$ cat src/rtl/lae_pkg.sv
// lae_pkg: shared types and round-constant helpers for the LAE sequencer.
package lae_pkg;
    typedef enum logic [2:0] {IDLE, INIT, STREAM, FIN, TAG} state_e;
    localparam int RCON_W = 5;
    localparam logic [RCON_W-1:0] RCON_SEED = 5'h01;
    function automatic logic [RCON_W-1:0] lfsr_next(input logic [RCON_W-1:0] r);
        return {r[3:0], r[4] ^ r[2]};
    endfunction
endpackage

$ cat src/rtl/lae_rcon_lfsr.sv
// lae_rcon_lfsr: round-constant LFSR, reseeded at session start and stepped once per completed round.
module lae_rcon_lfsr
    import lae_pkg::*;
(
    input  logic              clk,
    input  logic              rst_n,
    input  logic              seed_i,
    input  logic              adv_i,
    output logic [RCON_W-1:0] rcon_o
);
    logic [RCON_W-1:0] rcon_q, rcon_d;
    always_comb rcon_d = seed_i ? RCON_SEED : adv_i ? lfsr_next(rcon_q) : rcon_q;
    always_ff @(posedge clk or negedge rst_n) begin
        if (!rst_n) rcon_q <= RCON_SEED;
        else rcon_q <= rcon_d;
    end
    assign rcon_o = rcon_q;
endmodule

$ cat src/rtl/lae_seq_ts.sv
// lae_seq_ts: valid/ready sequencer for the shared LAE round datapath.
// Owns the session FSM, round timing, rcon and a per-share output register; shares are never combined.
module lae_seq_ts
    import lae_pkg::*;
#(
    parameter int NSHARE       = 4,
    parameter int WORD         = 10,
    parameter int INIT_ROUNDS  = 16,
    parameter int FINAL_ROUNDS = 16,
    parameter int RND_LAT      = 1,
    parameter int TAG_WORDS    = 8,
    localparam int DW          = NSHARE * WORD,
    localparam int SEL_W       = TAG_WORDS > 1 ? $clog2(TAG_WORDS) : 1
) (
    input  logic              clk,
    input  logic              rst_n,
    input  logic              start_i,
    input  logic              in_valid_i,
    output logic              in_ready_o,
    input  logic [DW-1:0]     in_data_i,
    input  logic              in_ad_i,
    input  logic              in_last_i,
    output logic              out_valid_o,
    input  logic              out_ready_i,
    output logic [DW-1:0]     out_data_o,
    output logic              out_tag_o,
    output logic              out_last_o,
    output logic              dp_load_o,
    output logic              dp_absorb_o,
    output logic              dp_encrypt_o,
    output logic              dp_round_o,
    output logic [RCON_W-1:0] dp_rcon_o,
    output logic [DW-1:0]     dp_din_o,
    input  logic [DW-1:0]     dp_cout_i,
    output logic [SEL_W-1:0]  dp_tag_sel_o,
    input  logic [DW-1:0]     dp_tag_i,
    output logic              busy_o,
    output logic              done_o
);
    localparam int LAT_W  = RND_LAT > 1 ? $clog2(RND_LAT) : 1;
    localparam int CNT_W  = $clog2((INIT_ROUNDS > FINAL_ROUNDS ? INIT_ROUNDS : FINAL_ROUNDS) + 1);
    localparam int TAG_CW = $clog2(TAG_WORDS + 1);

    state_e            state_q, state_d;
    logic              rnd_pend_q, rnd_pend_d;
    logic [LAT_W-1:0]  lat_q, lat_d;
    logic [CNT_W-1:0]  rounds_q, rounds_d;
    logic              enc_pend_q, last_q;
    logic [TAG_CW-1:0] tag_cnt_q;
    logic              out_valid_q, out_tag_q, out_last_q;
    logic [WORD-1:0]   out_q [NSHARE];
    logic              round_end, last_rnd, out_free, accept, tag_ld, fin_go;

    always_ff @(posedge clk or negedge rst_n) begin
        if (!rst_n) state_q <= IDLE;
        else state_q <= state_d;
    end

    always_comb begin
        state_d = state_q;
        case (state_q)
            IDLE:    if (start_i) state_d = INIT;
            INIT:    if (last_rnd) state_d = STREAM;
            STREAM:  if (last_rnd && last_q) state_d = FIN;
            FIN:     if (last_rnd) state_d = TAG;
            TAG:     if (done_o) state_d = IDLE;
            default: state_d = IDLE;
        endcase
    end

    always_comb begin
        out_free     = !out_valid_q || out_ready_i;
        in_ready_o   = state_q == STREAM && !rnd_pend_q && !enc_pend_q && (in_ad_i || out_free);
        accept       = in_valid_i && in_ready_o;
        dp_absorb_o  = accept && in_ad_i;
        dp_encrypt_o = accept && !in_ad_i;
        dp_load_o    = state_q == IDLE && start_i;
        dp_round_o   = rnd_pend_q && lat_q == '0;
        dp_din_o     = in_data_i;
        dp_tag_sel_o = tag_cnt_q[SEL_W-1:0];
        fin_go       = state_q == FIN && !rnd_pend_q && !out_valid_q;
        tag_ld       = state_q == TAG && tag_cnt_q != TAG_CW'(TAG_WORDS) && out_free;
        done_o       = state_q == TAG && out_valid_q && out_ready_i && out_last_q;
        busy_o       = state_q != IDLE;
        out_valid_o  = out_valid_q;
        out_tag_o    = out_valid_q && out_tag_q;
        out_last_o   = out_valid_q && out_last_q;
    end

    // A round is issued the cycle after load/absorb/capture, so ciphertext is captured before the state moves on.
    always_comb begin
        round_end  = rnd_pend_q && lat_q == LAT_W'(RND_LAT - 1);
        last_rnd   = round_end && rounds_q == CNT_W'(1);
        lat_d      = rnd_pend_q && !round_end ? lat_q + 1'b1 : '0;
        rnd_pend_d = dp_load_o || fin_go || dp_absorb_o || enc_pend_q || (rnd_pend_q && !last_rnd);
        rounds_d   = dp_load_o ? CNT_W'(INIT_ROUNDS) :
                     fin_go ? CNT_W'(FINAL_ROUNDS) :
                     (dp_absorb_o || enc_pend_q) ? CNT_W'(1) :
                     round_end ? rounds_q - 1'b1 : rounds_q;
    end

    always_ff @(posedge clk or negedge rst_n) begin
        if (!rst_n) begin
            rnd_pend_q  <= 1'b0;
            lat_q       <= '0;
            rounds_q    <= '0;
            enc_pend_q  <= 1'b0;
            last_q      <= 1'b0;
            tag_cnt_q   <= '0;
            out_valid_q <= 1'b0;
            out_tag_q   <= 1'b0;
            out_last_q  <= 1'b0;
        end else begin
            rnd_pend_q  <= rnd_pend_d;
            lat_q       <= lat_d;
            rounds_q    <= rounds_d;
            enc_pend_q  <= dp_encrypt_o;
            last_q      <= dp_load_o ? 1'b0 : (accept && in_last_i) ? 1'b1 : last_q;
            tag_cnt_q   <= dp_load_o ? '0 : tag_ld ? tag_cnt_q + 1'b1 : tag_cnt_q;
            out_valid_q <= (enc_pend_q || tag_ld) ? 1'b1 : (out_valid_q && out_ready_i) ? 1'b0 : out_valid_q;
            out_tag_q   <= tag_ld ? 1'b1 : enc_pend_q ? 1'b0 : out_tag_q;
            out_last_q  <= tag_ld ? tag_cnt_q == TAG_CW'(TAG_WORDS - 1) : enc_pend_q ? 1'b0 : out_last_q;
        end
    end

    for (genvar s = 0; s < NSHARE; s++) begin : g_share
        always_ff @(posedge clk or negedge rst_n) begin
            if (!rst_n) out_q[s] <= '0;
            else if (enc_pend_q) out_q[s] <= dp_cout_i[s*WORD +: WORD];
            else if (tag_ld) out_q[s] <= dp_tag_i[s*WORD +: WORD];
        end
        assign out_data_o[s*WORD +: WORD] = out_q[s];
    end

    lae_rcon_lfsr u_rcon (
        .clk    (clk),
        .rst_n  (rst_n),
        .seed_i (dp_load_o),
        .adv_i  (round_end),
        .rcon_o (dp_rcon_o)
    );
endmodule
$ cat config.mk
export PLATFORM = sky130hd
export DESIGN_NAME = lae_seq_ts
export DESIGN_NICKNAME = d
export VERILOG_FILES = /design/src/rtl/lae_pkg.sv /design/src/rtl/lae_rcon_lfsr.sv /design/src/rtl/lae_seq_ts.sv
export SDC_FILE = /design/constraint.sdc
export NUM_CORES = 1
export LEC_CHECK = 0
export ABC_AREA = 1
export BUFFER_PORTS_ARGS = -buffer_cell sky130_fd_sc_hd__buf_2
export CAP_MARGIN = 20
export CORE_UTILIZATION = 35
export CTS_CLUSTER_DIAMETER = 120
export CTS_CLUSTER_SIZE = 14
export DETAILED_ROUTE_END_ITERATION = 6
export PLACE_DENSITY = 0.75
export SLEW_MARGIN = 0
export SYNTH_ARGS = -nofsm -noshare
export SYNTH_HDL_FRONTEND = slang
export SYNTH_SLANG_ARGS = --single-unit
$ cat constraint.sdc
create_clock -name clk -period 2.7 [get_ports clk]
set_clock_uncertainty 0.2 [all_clocks]
set_input_delay 0.27 -clock clk [delete_from_list [all_inputs] [get_ports clk]]
set_output_delay 0.27 -clock clk [all_outputs]
set_load 0.02 [all_outputs]
=== Yosys cells after proc, flatten, opt, wreduce, memory -nomap -nowiden ===
Cells that the tools add are included.

* Shift operators: 0
* Multiplexer cells: 30
* Bitwise gates (word level): 2
* Equal/unequal tests: 12
* $mul: 0
* Order comparisons: 0
* $add $sub $neg: 3
* Reductions and logical operators: 46
* Div/mod/pow operators: 0

{| class="wikitable"
|+ Operator list
! cell !! number
|-
| 10-bit two-way mux || 8
|-
| 5-bit two-way mux || 6
|-
| 1-bit logical AND || 23
|-
| 3-bit two-way mux || 5
|-
| 3-bit one-hot mux with 5 select lines || 1
|-
| 2-bit inequality test (second input constant) || 5
|-
| 2-bit nonzero test || 5
|-
| 1-bit logical OR || 8
|-
| 1-bit two-way mux || 8
|-
| 4-bit two-way mux || 2
|-
| 3-bit by 2-bit == test with 1-bit output (second input constant) || 2
|-
| 1-bit logical NOT || 6
|-
| 5-bit by 1-bit == test with 1-bit output (second input constant) || 1
|-
| 5-bit AND reduction || 1
|-
| 5-bit by 1-bit subtractor with 5-bit output (second input constant) || 1
|-
| 4-bit by 1-bit adder with 4-bit output (second input constant) || 1
|-
| 4-bit by 3-bit == test with 1-bit output (second input constant) || 1
|-
| 4-bit inequality test (second input constant) || 1
|-
| 4-bit nonzero test || 1
|-
| 3-bit by 1-bit == test with 1-bit output (second input constant) || 1
|-
| 3-bit == test (second input constant) || 1
|-
| 3-bit logical NOT || 1
|-
| 3-bit nonzero test || 1
|-
| 1-bit adder (second input constant) || 1
|-
| other kinds (2) || 2
|}

* Bits in writable memories: 0
* Flip-flop bits (word level): 64
* Bits in read-only memories: 0
* Logic and storage cells: 108
* Bits of input ports: 127
* Output and inout port bits: 98
* Memories kept: 0
* Bits in latches: 0

=== Logic depth before layout (Yosys ltp) ===
Gate-level depths: netlist (run 1).

* Depth in word-level cells: 10
* Mapped depth: 10
* Gate-level depth less buffers: 10

=== Cells and area by module ===
Synthesis (run 1) repeated with hierarchy kept, for this count alone.

* Cells, all modules: 429
* Area, all modules: 3761.1 µm²

{| class="wikitable"
|+ By module, submodules not included
! module !! cells an instance !! area an instance (µm²) !! instances
|-
| lae_seq_ts || 403 || 3542.1 || 1
|-
| lae_rcon_lfsr || 26 || 219.0 || 1
|}

=== Worst setup path after synthesis (run 1) ===
Ideal clock, no wire load.

* Kind: register to output
* From: register state_q[0]
* To: output port dp_encrypt_o
* Buffers on the path: 0
* Setup slack: 785 ps
* Stages on the path, launching flop included: 8
* Arrival: 1445 ps
* Cell sequence: dfrtp_1 > nor2_1 > nand2_1 > inv_1 > nand2_1 > nor2_2 > nand2_1 > nor2_1

* Longest elaborated chain between the ends: 6

{| class="wikitable"
|+ RTL lines
! item !! line !! RTL
|-
| from (decl) || lae_seq_ts.sv:44 || <nowiki>state_e state_q, state_d;</nowiki>
|-
| from (signal assigned) || lae_seq_ts.sv:56 || <nowiki>else state_q <= state_d;</nowiki>
|-
| 3-bit by 2-bit == test with 1-bit output || lae_seq_ts.sv:73 || <nowiki>in_ready_o = state_q == STREAM && !rnd_pend_q && !enc_pend_q && (in_ad_i || out_free);</nowiki>
|-
| 1-bit logical AND (3 in a row) || lae_seq_ts.sv:73 ||
|-
| via in_ready_o || lae_seq_ts.sv:19 || <nowiki>output logic in_ready_o,</nowiki>
|-
| 1-bit logical AND || lae_seq_ts.sv:74 || <nowiki>accept = in_valid_i && in_ready_o;</nowiki>
|-
| 1-bit logical AND || lae_seq_ts.sv:76 || <nowiki>dp_encrypt_o = accept && !in_ad_i;</nowiki>
|-
| to (decl) || lae_seq_ts.sv:30 || <nowiki>output logic dp_encrypt_o,</nowiki>
|}

The timed path passes the listed nets, and every way through them passes these cells.

=== Worst setup path in the final report (run 1) ===
* From: register tag_cnt_q[0]
* To: register out_q (netlist bit out_data_o[21])

* Longest elaborated chain between the ends: 4

{| class="wikitable"
|+ RTL lines
! item !! line !! RTL
|-
| from (decl) || lae_seq_ts.sv:49 || <nowiki>logic [TAG_CW-1:0] tag_cnt_q;</nowiki>
|-
| from (signal assigned) || lae_seq_ts.sv:119 || <nowiki>tag_cnt_q <= dp_load_o ? '0 : tag_ld ? tag_cnt_q + 1'b1 : tag_cnt_q;</nowiki>
|-
| 4-bit inequality test || lae_seq_ts.sv:82 || <nowiki>tag_ld = state_q == TAG && tag_cnt_q != TAG_CW'(TAG_WORDS) && out_free;</nowiki>
|-
| 1-bit logical AND (2 in a row) || lae_seq_ts.sv:82 ||
|-
| 2-bit nonzero test (no source line) || -- ||
|-
| to (signal, indexed assignment) || lae_seq_ts.sv:129 || <nowiki>else if (enc_pend_q) out_q[s] <= dp_cout_i[s*WORD +: WORD];</nowiki>
|-
| to (signal, indexed assignment) || lae_seq_ts.sv:130 || <nowiki>else if (tag_ld) out_q[s] <= dp_tag_i[s*WORD +: WORD];</nowiki>
|-
| to (decl) || lae_seq_ts.sv:51 || <nowiki>logic [WORD-1:0] out_q [NSHARE];</nowiki>
|}

Every way passes these cells.
A chain may end at the register's enable or synchronous reset.

==> impl_metrics.py, run 1 <==
metrics = {
    "outcome": {
        "status": "finished, final reports clean",
    },
    "detailed_routing": {
        "drt_iter0_drc": 205,
        "drc": 0,
        "vias": 3302,
        "via_per_inst": 4.677,
        "routed_wl_mm": 9.439,
        "antenna_left": 0,
        "wire_per_inst_um": 13.37,
        "firstDrtPassIters": 4,
    },
    "timing": {
        "period_needed_ns": 2.454,
        "grt_setup_unrepaired": "no",
        "fmax_mhz": 407.5,
        "slew_headroom_pct": 58.69,
        "period_share_pct": 90.88,
        "hold_viol": 0,
        "final-max-slew-violation-count": 0,
        "tns_ns": 0,
        "setup_violations": 0,
        "worstMarginPinSlew_ns": 0.6191,
    },
    "yosys": {
        "synth_simple_gate_area_share_pct": 22.26,
        "yosys-mux-area-fraction_pct": 0,
        "ys_warn_count": 0,
        "syn_nets": 562,
        "netlist_area_sq_mm": 0.003755,
        "ys_ff_latch": 64,
        "ys_seq_area_share_pct": 42.69,
        "synth-compound-area-share_pct": 15.89,
        "avgSynthCellArea_sq_um": 8.712,
        "postSynthCellCount": 431,
        "synth_cell_types": 31,
        "synth_top_family_by_area": "simple AND/OR/NAND/NOR gates",
        "synthXorXnorAreaFrac_pct": 0.9330,
        "synthAdderAreaFrac_pct": 1.333,
    },
    "global_routing": {
        "grt_overflow": 0,
        "antenna_found_initial": 0,
        "grt_max_degree": 82,
        "grt_usage_pct": 16.64,
        "grt_pass1_wl_mm": 14.61,
        "first_global_vias": 3214,
    },
    "power": {
        "p_sw_share_pct": 41.79,
        "clkPwrFrac_pct": 16.8,
        "intPower_mw": 2.883,
        "power_density_mw_per_mm2": 1043,
        "power_frac_seq_pct": 33.7,
        "power_leakage_nw": 2.376,
        "p_sw_mw": 2.070,
        "combPwrFrac_pct": 49.5,
        "ir_drop_mv": 0.3857,
    },
    "worst_setup_path": {
        "r2r_start": "tag_cnt_q[0]$_DFFE_PN0P_",
        "critPathCaptureType": "register",
        "cp_max_fo": 41,
        "reg2regPathDepth": 10,
        "crit_type": "register to register",
        "crit_start": "tag_cnt_q[0]$_DFFE_PN0P_",
        "critical_path.endpoint": "out_data_o[21]$_DFFE_PN0P_",
        "arrival_ns": 2.47,
        "reg2reg_to": "out_data_o[21]$_DFFE_PN0P_",
        "critPathLaunchType": "register",
        "reg2reg_slack_ns": 0.25,
        "cp_data_required_time_ns": 2.72,
    },
    "die": {
        "start_util_pct": 36.21,
        "core_region_area_sq_mm": 0.01037,
        "die_w_um": 105.6,
        "dieArea_sq_mm": 0.01115,
        "die_h_um": 105.6,
        "ios": 225,
        "rows": 37,
    },
    "final_layout": {
        "nets": 696,
        "final_area_sq_mm": 0.004748,
        "fill_cells": 1013,
        "layout-drive-gt1-share_pct": 37.54,
        "num_antenna_cells": 0,
        "areaGrowthSynthToFinish_pct": 26.46,
    },
    "clock_network": {
        "clk_pin_slew_worst_paths_ns": 0.07,
        "clk_path_buf_depth": 2,
        "cts_tree": "built",
        "clk_latency_ns": 0.33,
        "numCtsBuffers": 9,
        "clockRootBuffer": "clkbuf_8",
        "post_cts_buffers": 0,
        "clock_sinks": 64,
        "cts.repair.resized": 0,
        "htreeDepth": 3,
    },
    "placed_design": {
        "dpl.hpwl_mm": 6.423,
        "port-buffer-count": 144,
        "dpl_cell_area_sq_mm": 0.004188,
        "place_congestion": 0.8031,
    },
    "min_path": {
        "min_path_type": "input port to register",
    },
    "run": {
        "drv_cap": 0,
    },
}
==> power groups by stage <==
stage | logic [mW] | registers (mW) | clock network (mW)
2_1_floorplan | 1.31 | 2.09 | 0
3_3_place_gp | 2.19 | 1.66 | 0
3_5_place_dp | 2.26 | 1.68 | 0
4_1_cts | 2.45 | 1.67 | 0.866
5_1_grt | 2.69 | 1.72 | 0.914
6_report | 2.45 | 1.67 | 0.832
==> placed cells by master, fill, tap and decap left out, drive strengths merged <==
cell type,instances
a21oi,5
a31oi,44
buf,150
bufinv,1
clkbuf,13
clkinv,2
conb,1
dfrtp,63
dfstp,1
dlygate4sd3,35
ha,4
inv,34
nand2,116
nand3,15
nand4,5
nor2,66
nor3,1
o21ai,8
o22ai,1
or2,1
xor2,4
==> state kept, by name, summed over array words and instances (netlist names) <==
register,flops
out_valid_o,1
u_rcon.rcon_o,5
out_data_o,40
lat_q,1
out_last_q,1
enc_pend_q,1
tag_cnt_q,4
rnd_pend_q,1
out_tag_q,1
state_q,3
last_q,1
rounds_q,5
==> worst min path at each step <==
stage / start / cells past startpoint / end / slack, ns
3_3_place_gp: rst_n / 1 / out_data_o[30]$_DFFE_PN0P_ / 0.12
2_1_floorplan: rst_n / 0 / enc_pend_q$_DFF_PN0_ / -0.23
5_1_grt: dp_tag_i[28] / 3 / out_data_o[28]$_DFFE_PN0P_ / 0.003
4_1_cts: dp_tag_i[23] / 3 / out_data_o[23]$_DFFE_PN0P_ / 0.0003
3_5_place_dp: rst_n / 1 / tag_cnt_q[1]$_DFFE_PN0P_ / 0.12
6_report: dp_tag_i[23] / 3 / out_data_o[23]$_DFFE_PN0P_ / 0.02
==> layer usage <==
layer,GRT usage [%],vias to the layer above,part of all wire [%]
met5,0,-,0
met4,8.433,0,2.4
met3,4.638,31,6.5
met2,28.20,130,50
met1,19.21,1534,41
li1,-,1607,-
==> critical path, cell delays in order (launching register included) <==
cell and delay (ns):
dfrtp_1 0.41, inv_1 0.10, ha_1 0.15, nand2_1 0.05
nor2_1 0.16, nor2_4 0.07, nand2_4 0.13, nand2_8 0.19
nor2_1 0.22, a31oi_2 0.05, dlygate4sd3_1 0.58
==> cells in the mapped netlist <==
master	number	area, sq um
nand2_2	1	6.260
o22ai_1	1	6.260
a31oi_2	40	500.5
o21ai_1	1	5.000
ha_1	4	50.05
buf_4	44	330.3
buf_1	1	3.750
buf_8	2	30.03
clkbuf_8	4	55.05
buf_12	2	40.04
inv_1	33	123.9
buf_2	5	25.02
nor3_1	1	5.000
dfrtp_1	63	1577
conb_1	1	3.750
nand2_4	1	11.26
clkbuf_1	5	18.77
a21oi_1	5	25.02
nand2_1	112	420.4
nor2_2	2	12.51
a31oi_1	4	25.02
nand4_1	5	31.28
nand2_8	1	20.02
xor2_1	4	35.03
o21ai_0	7	35.03
or2_2	1	6.260
dfstp_2	1	26.28
nor2_1	63	236.5
nand3_1	15	75.07
inv_2	1	3.750
nor2_4	1	11.26
==> logic make-up after synthesis <==
group | Yosys count
other cells | 1
simple gates | 203
flops | 64
xor+xnor | 4
compound gates | 58
buf+inv | 97
fa+ha+maj | 4
==> metrics by stage <==
step / setup WS (ns) / hold slack, ns / instances / power [mW] / util [%]
2_1_floorplan: 0.7847 / -0.2256 / 431 / 3.400 / -
5_1_grt: 0.1172 / 0.002522 / 706 / 5.324 / 45.79
3_3_place_gp: 0.6930 / 0.1164 / 654 / 3.854 / 40.38
3_5_place_dp: 0.6238 / 0.1246 / 654 / 3.940 / 40.38
6_report: 0.2462 / 0.01992 / 706 / 4.953 / 45.79
4_1_cts: 0.07460 / 0.0003125 / 705 / 4.983 / 45.68
==> final cells by class <==
type / count / area [sq um] / share of cell area [%]
clock inverters: 3 / 40.04 / 0.8432
repair buffers: 185 / 1116 / 23.50
flip-flops and latches: 64 / 1603 / 33.76
inverters: 34 / 127.6 / 2.688
multi-input cells: 271 / 1533 / 32.28
clock buffers: 13 / 158.9 / 3.347
well taps: 136 / 170.2 / 3.584
==> repair_timing <==
action / 4_1_cts / 5_1_grt
endpoints found under the setup margin: 0 / 12
endpoints found under the hold margin: 44 / 0
hold buffers: 35 / 0
(Power assumes the default switching activity.)
==> run 2, diff against run 1 <==
--- a/config.mk
+++ b/config.mk
@@ -6,13 +6,14 @@
 export NUM_CORES = 1
 export LEC_CHECK = 0
 export ABC_AREA = 1
-export BUFFER_PORTS_ARGS = -buffer_cell sky130_fd_sc_hd__buf_2
 export CAP_MARGIN = 20
 export CORE_UTILIZATION = 35
 export CTS_CLUSTER_DIAMETER = 120
 export CTS_CLUSTER_SIZE = 14
 export DETAILED_ROUTE_END_ITERATION = 6
-export PLACE_DENSITY = 0.75
+export DONT_BUFFER_PORTS = 1
+export PLACE_DENSITY = 0.57
+export REMOVE_ABC_BUFFERS = 1
 export SLEW_MARGIN = 0
 export SYNTH_ARGS = -nofsm -noshare
 export SYNTH_HDL_FRONTEND = slang
==> run 2 against run 1 <==
  * Sequential share of layout area up 0.85 points
  * Final cell count down 13%
  * Critical path type unchanged
  * Die area unchanged
  * Critical path depth up 1
  * Cell area down 2.3%
  * Worst hold slack better by 0.023 ns
  * Clock power up 19%
  * Register-to-register slack worse by 0.08 ns
  * Non-clock buffer count down 91
==> impl_metrics.py, run 2 (synthesized netlist as in run 1, its figures left out) <==
metrics = {
    "clock_network": {
        "cts_tree": "built",
        "clockRootBuffer": "clkbuf_8",
        "clk_latency_ns": 0.35,
        "clk_path_buf_depth": 2,
        "htreeDepth": 3,
        "numCtsBuffers": 9,
        "clk_pin_slew_worst_paths_ns": 0.07,
        "post_cts_buffers": 0,
        "clock_sinks": 64,
    },
    "global_routing": {
        "antenna_found_initial": 0,
        "grt_usage_pct": 20.10,
        "grt_overflow": 0,
        "grt_max_degree": 65,
        "grt_pass1_wl_mm": 16.51,
        "first_global_vias": 3134,
    },
    "timing": {
        "period_share_pct": 93.97,
        "tns_ns": 0,
        "hold_viol": 0,
        "worstMarginPinSlew_ns": 0.7474,
        "whs_ns": 0.04333,
        "setup_violations": 0,
        "final-max-slew-violation-count": 0,
        "period_needed_ns": 2.537,
        "fin_ws_ns": 0.1627,
        "slew_headroom_pct": 49.79,
        "fmax_mhz": 394.1,
        "grt_setup_unrepaired": "no",
    },
    "power": {
        "clkPwrFrac_pct": 19.8,
        "intPower_mw": 2.954,
        "power_leakage_nw": 2.035,
        "power_mw": 4.997,
        "p_sw_share_pct": 40.88,
        "p_sw_mw": 2.043,
        "power_frac_seq_pct": 44.1,
        "combPwrFrac_pct": 36.1,
        "power_density_mw_per_mm2": 1077,
        "ir_drop_mv": 0.5970,
    },
    "detailed_routing": {
        "firstDrtPassIters": 5,
        "drt_iter0_drc": 179,
        "routed_wl_mm": 10.97,
        "antenna_left": 0,
        "drc": 0,
        "wire_per_inst_um": 17.84,
        "vias": 3077,
        "via_per_inst": 5.003,
    },
    "worst_setup_path": {
        "critPathCaptureType": "register",
        "arrival_ns": 2.57,
        "worst-path-buf-inv": 3,
        "reg2reg_slack_ns": 0.16,
        "path_cells": "inv_1 -> ha_1 -> nand2_1 -> nor2_1 -> nor2_4 -> nand2_4 -> nand2_8 -> buf_12 -> nor2_1 -> a31oi_2 -> dlygate4sd3_1",
        "crit_start": "tag_cnt_q[0]$_DFFE_PN0P_",
        "crit_top_cell": "nor2_1",
        "r2r_start": "tag_cnt_q[0]$_DFFE_PN0P_",
        "crit_type": "register to register",
        "reg2reg_to": "out_data_o[4]$_DFFE_PN0P_",
        "reg2regPathDepth": 11,
        "critPathLaunchType": "register",
        "path_delay_family": "buffers and inverters",
        "cp_max_fo": 20,
        "cp_data_required_time_ns": 2.74,
        "slowest_delay_ns": 0.56,
        "crit_slowest_cell": "dlygate4sd3_1",
    },
    "min_path": {
        "hold_end": "state_q[0]$_DFFE_PN0P_",
        "min_path_type": "input port to register",
        "min_path_cells": 4,
        "worstHoldStart": "start_i",
    },
    "run": {
        "drv_cap": 0,
    },
    "placed_design": {
        "place_congestion": 0.7548,
        "dpl.hpwl_mm": 7.108,
        "port-buffer-count": 0,
        "dpl_cell_area_sq_mm": 0.003500,
        "post-place-ws_ns": 0.5316,
    },
    "die": {
        "dieArea_sq_mm": 0.01115,
        "core_region_area_sq_mm": 0.01037,
        "ios": 225,
        "die_h_um": 105.6,
        "start_util_pct": 36.21,
        "rows": 37,
        "die_w_um": 105.6,
    },
    "final_layout": {
        "final_common_cell": "nand2_1",
        "nets": 605,
        "final_area_sq_mm": 0.004639,
        "num_antenna_cells": 0,
        "layout-drive-gt1-share_pct": 15.87,
        "most-common-layout-cells": "nand2_1, dlygate4sd3_1, nor2_1",
        "fill_cells": 980,
        "areaGrowthSynthToFinish_pct": 23.56,
        "largest_reg_flops": 40,
    },
    "outcome": {
        "status": "finished, final reports clean",
    },
}
==> run 2: changes by cell type in the layout (fill, tap and decap cells not counted), sizes merged <==
cell,previous run,this run
clkbuf,13,10
clkinvlp,0,1
dlygate4sd3,35,86
buf,150,8
bufinv,1,3
==> run 2: worst max-delay path by stage <==
| stage | endpoint | slack, ns | depth (start not counted) |
|---|---|---|---|
| 2_1_floorplan | dp_encrypt_o | 0.06 | 5 |
| 3_3_place_gp | out_data_o[33]$_DFFE_PN0P_ | 0.59 | 10 |
| 3_5_place_dp | out_data_o[16]$_DFFE_PN0P_ | 0.53 | 10 |
| 4_1_cts | out_data_o[15]$_DFFE_PN0P_ | 0.02 | 11 |
| 5_1_grt | out_data_o[15]$_DFFE_PN0P_ | 0.04 | 11 |
| 6_report | out_data_o[4]$_DFFE_PN0P_ | 0.16 | 11 |
==> run 2: area by class of cell <==
cell class	count	area, sq um	share of cell area, %
clock buffers	10	127.6	2.751
clock inverters	6	107.6	2.319
inverters	34	127.6	2.751
multi-input cells	271	1535	33.09
flip-flops and latches	64	1605	34.60
well taps	136	170.2	3.668
repair buffers	94	965.9	20.82
==> run 2: power groups by stage <==
stage / clock (mW) / sequential [mW] / combinational [mW]
3_5_place_dp: 0 / 2.21 / 1.34
4_1_cts: 1.02 / 2.20 / 1.78
3_3_place_gp: 0 / 2.21 / 1.29
6_report: 0.991 / 2.20 / 1.80
5_1_grt: 1.06 / 2.26 / 2.02
2_1_floorplan: 0 / 2.10 / 1.11
==> run 2: layer usage <==
layer	up-vias	part of all wire, %	GRT usage, %
met4	4	2.3	9.623
met1	1384	40	22.56
li1	1431	-	-
met5	-	1.1	10.00
met2	232	41	27.82
met3	26	16	13.91
==> run 2: repair_timing <==
action                                  4_1_cts  5_1_grt
hold buffers                                 87        0
endpoints found under the setup margin        0        9
hold endpoints to repair                    107        0
gates resized for setup                       0        3
==> run 2: worst reg2reg max path, stage by stage (launching register included) <==
cell and delay [ns]:
dfrtp_2 0.47, inv_1 0.11, ha_1 0.15, nand2_1 0.05, nor2_1 0.16, nor2_4 0.06
nand2_4 0.14, nand2_8 0.14, buf_12 0.20, nor2_1 0.14, a31oi_2 0.04, dlygate4sd3_1 0.56
==> run 2: per-stage QoR <==
stage,instances,util (%)
4_1_cts,614,44.58
6_report,615,44.74
3_3_place_gp,511,33.75
5_1_grt,615,44.74
2_1_floorplan,368,-
3_5_place_dp,511,33.75
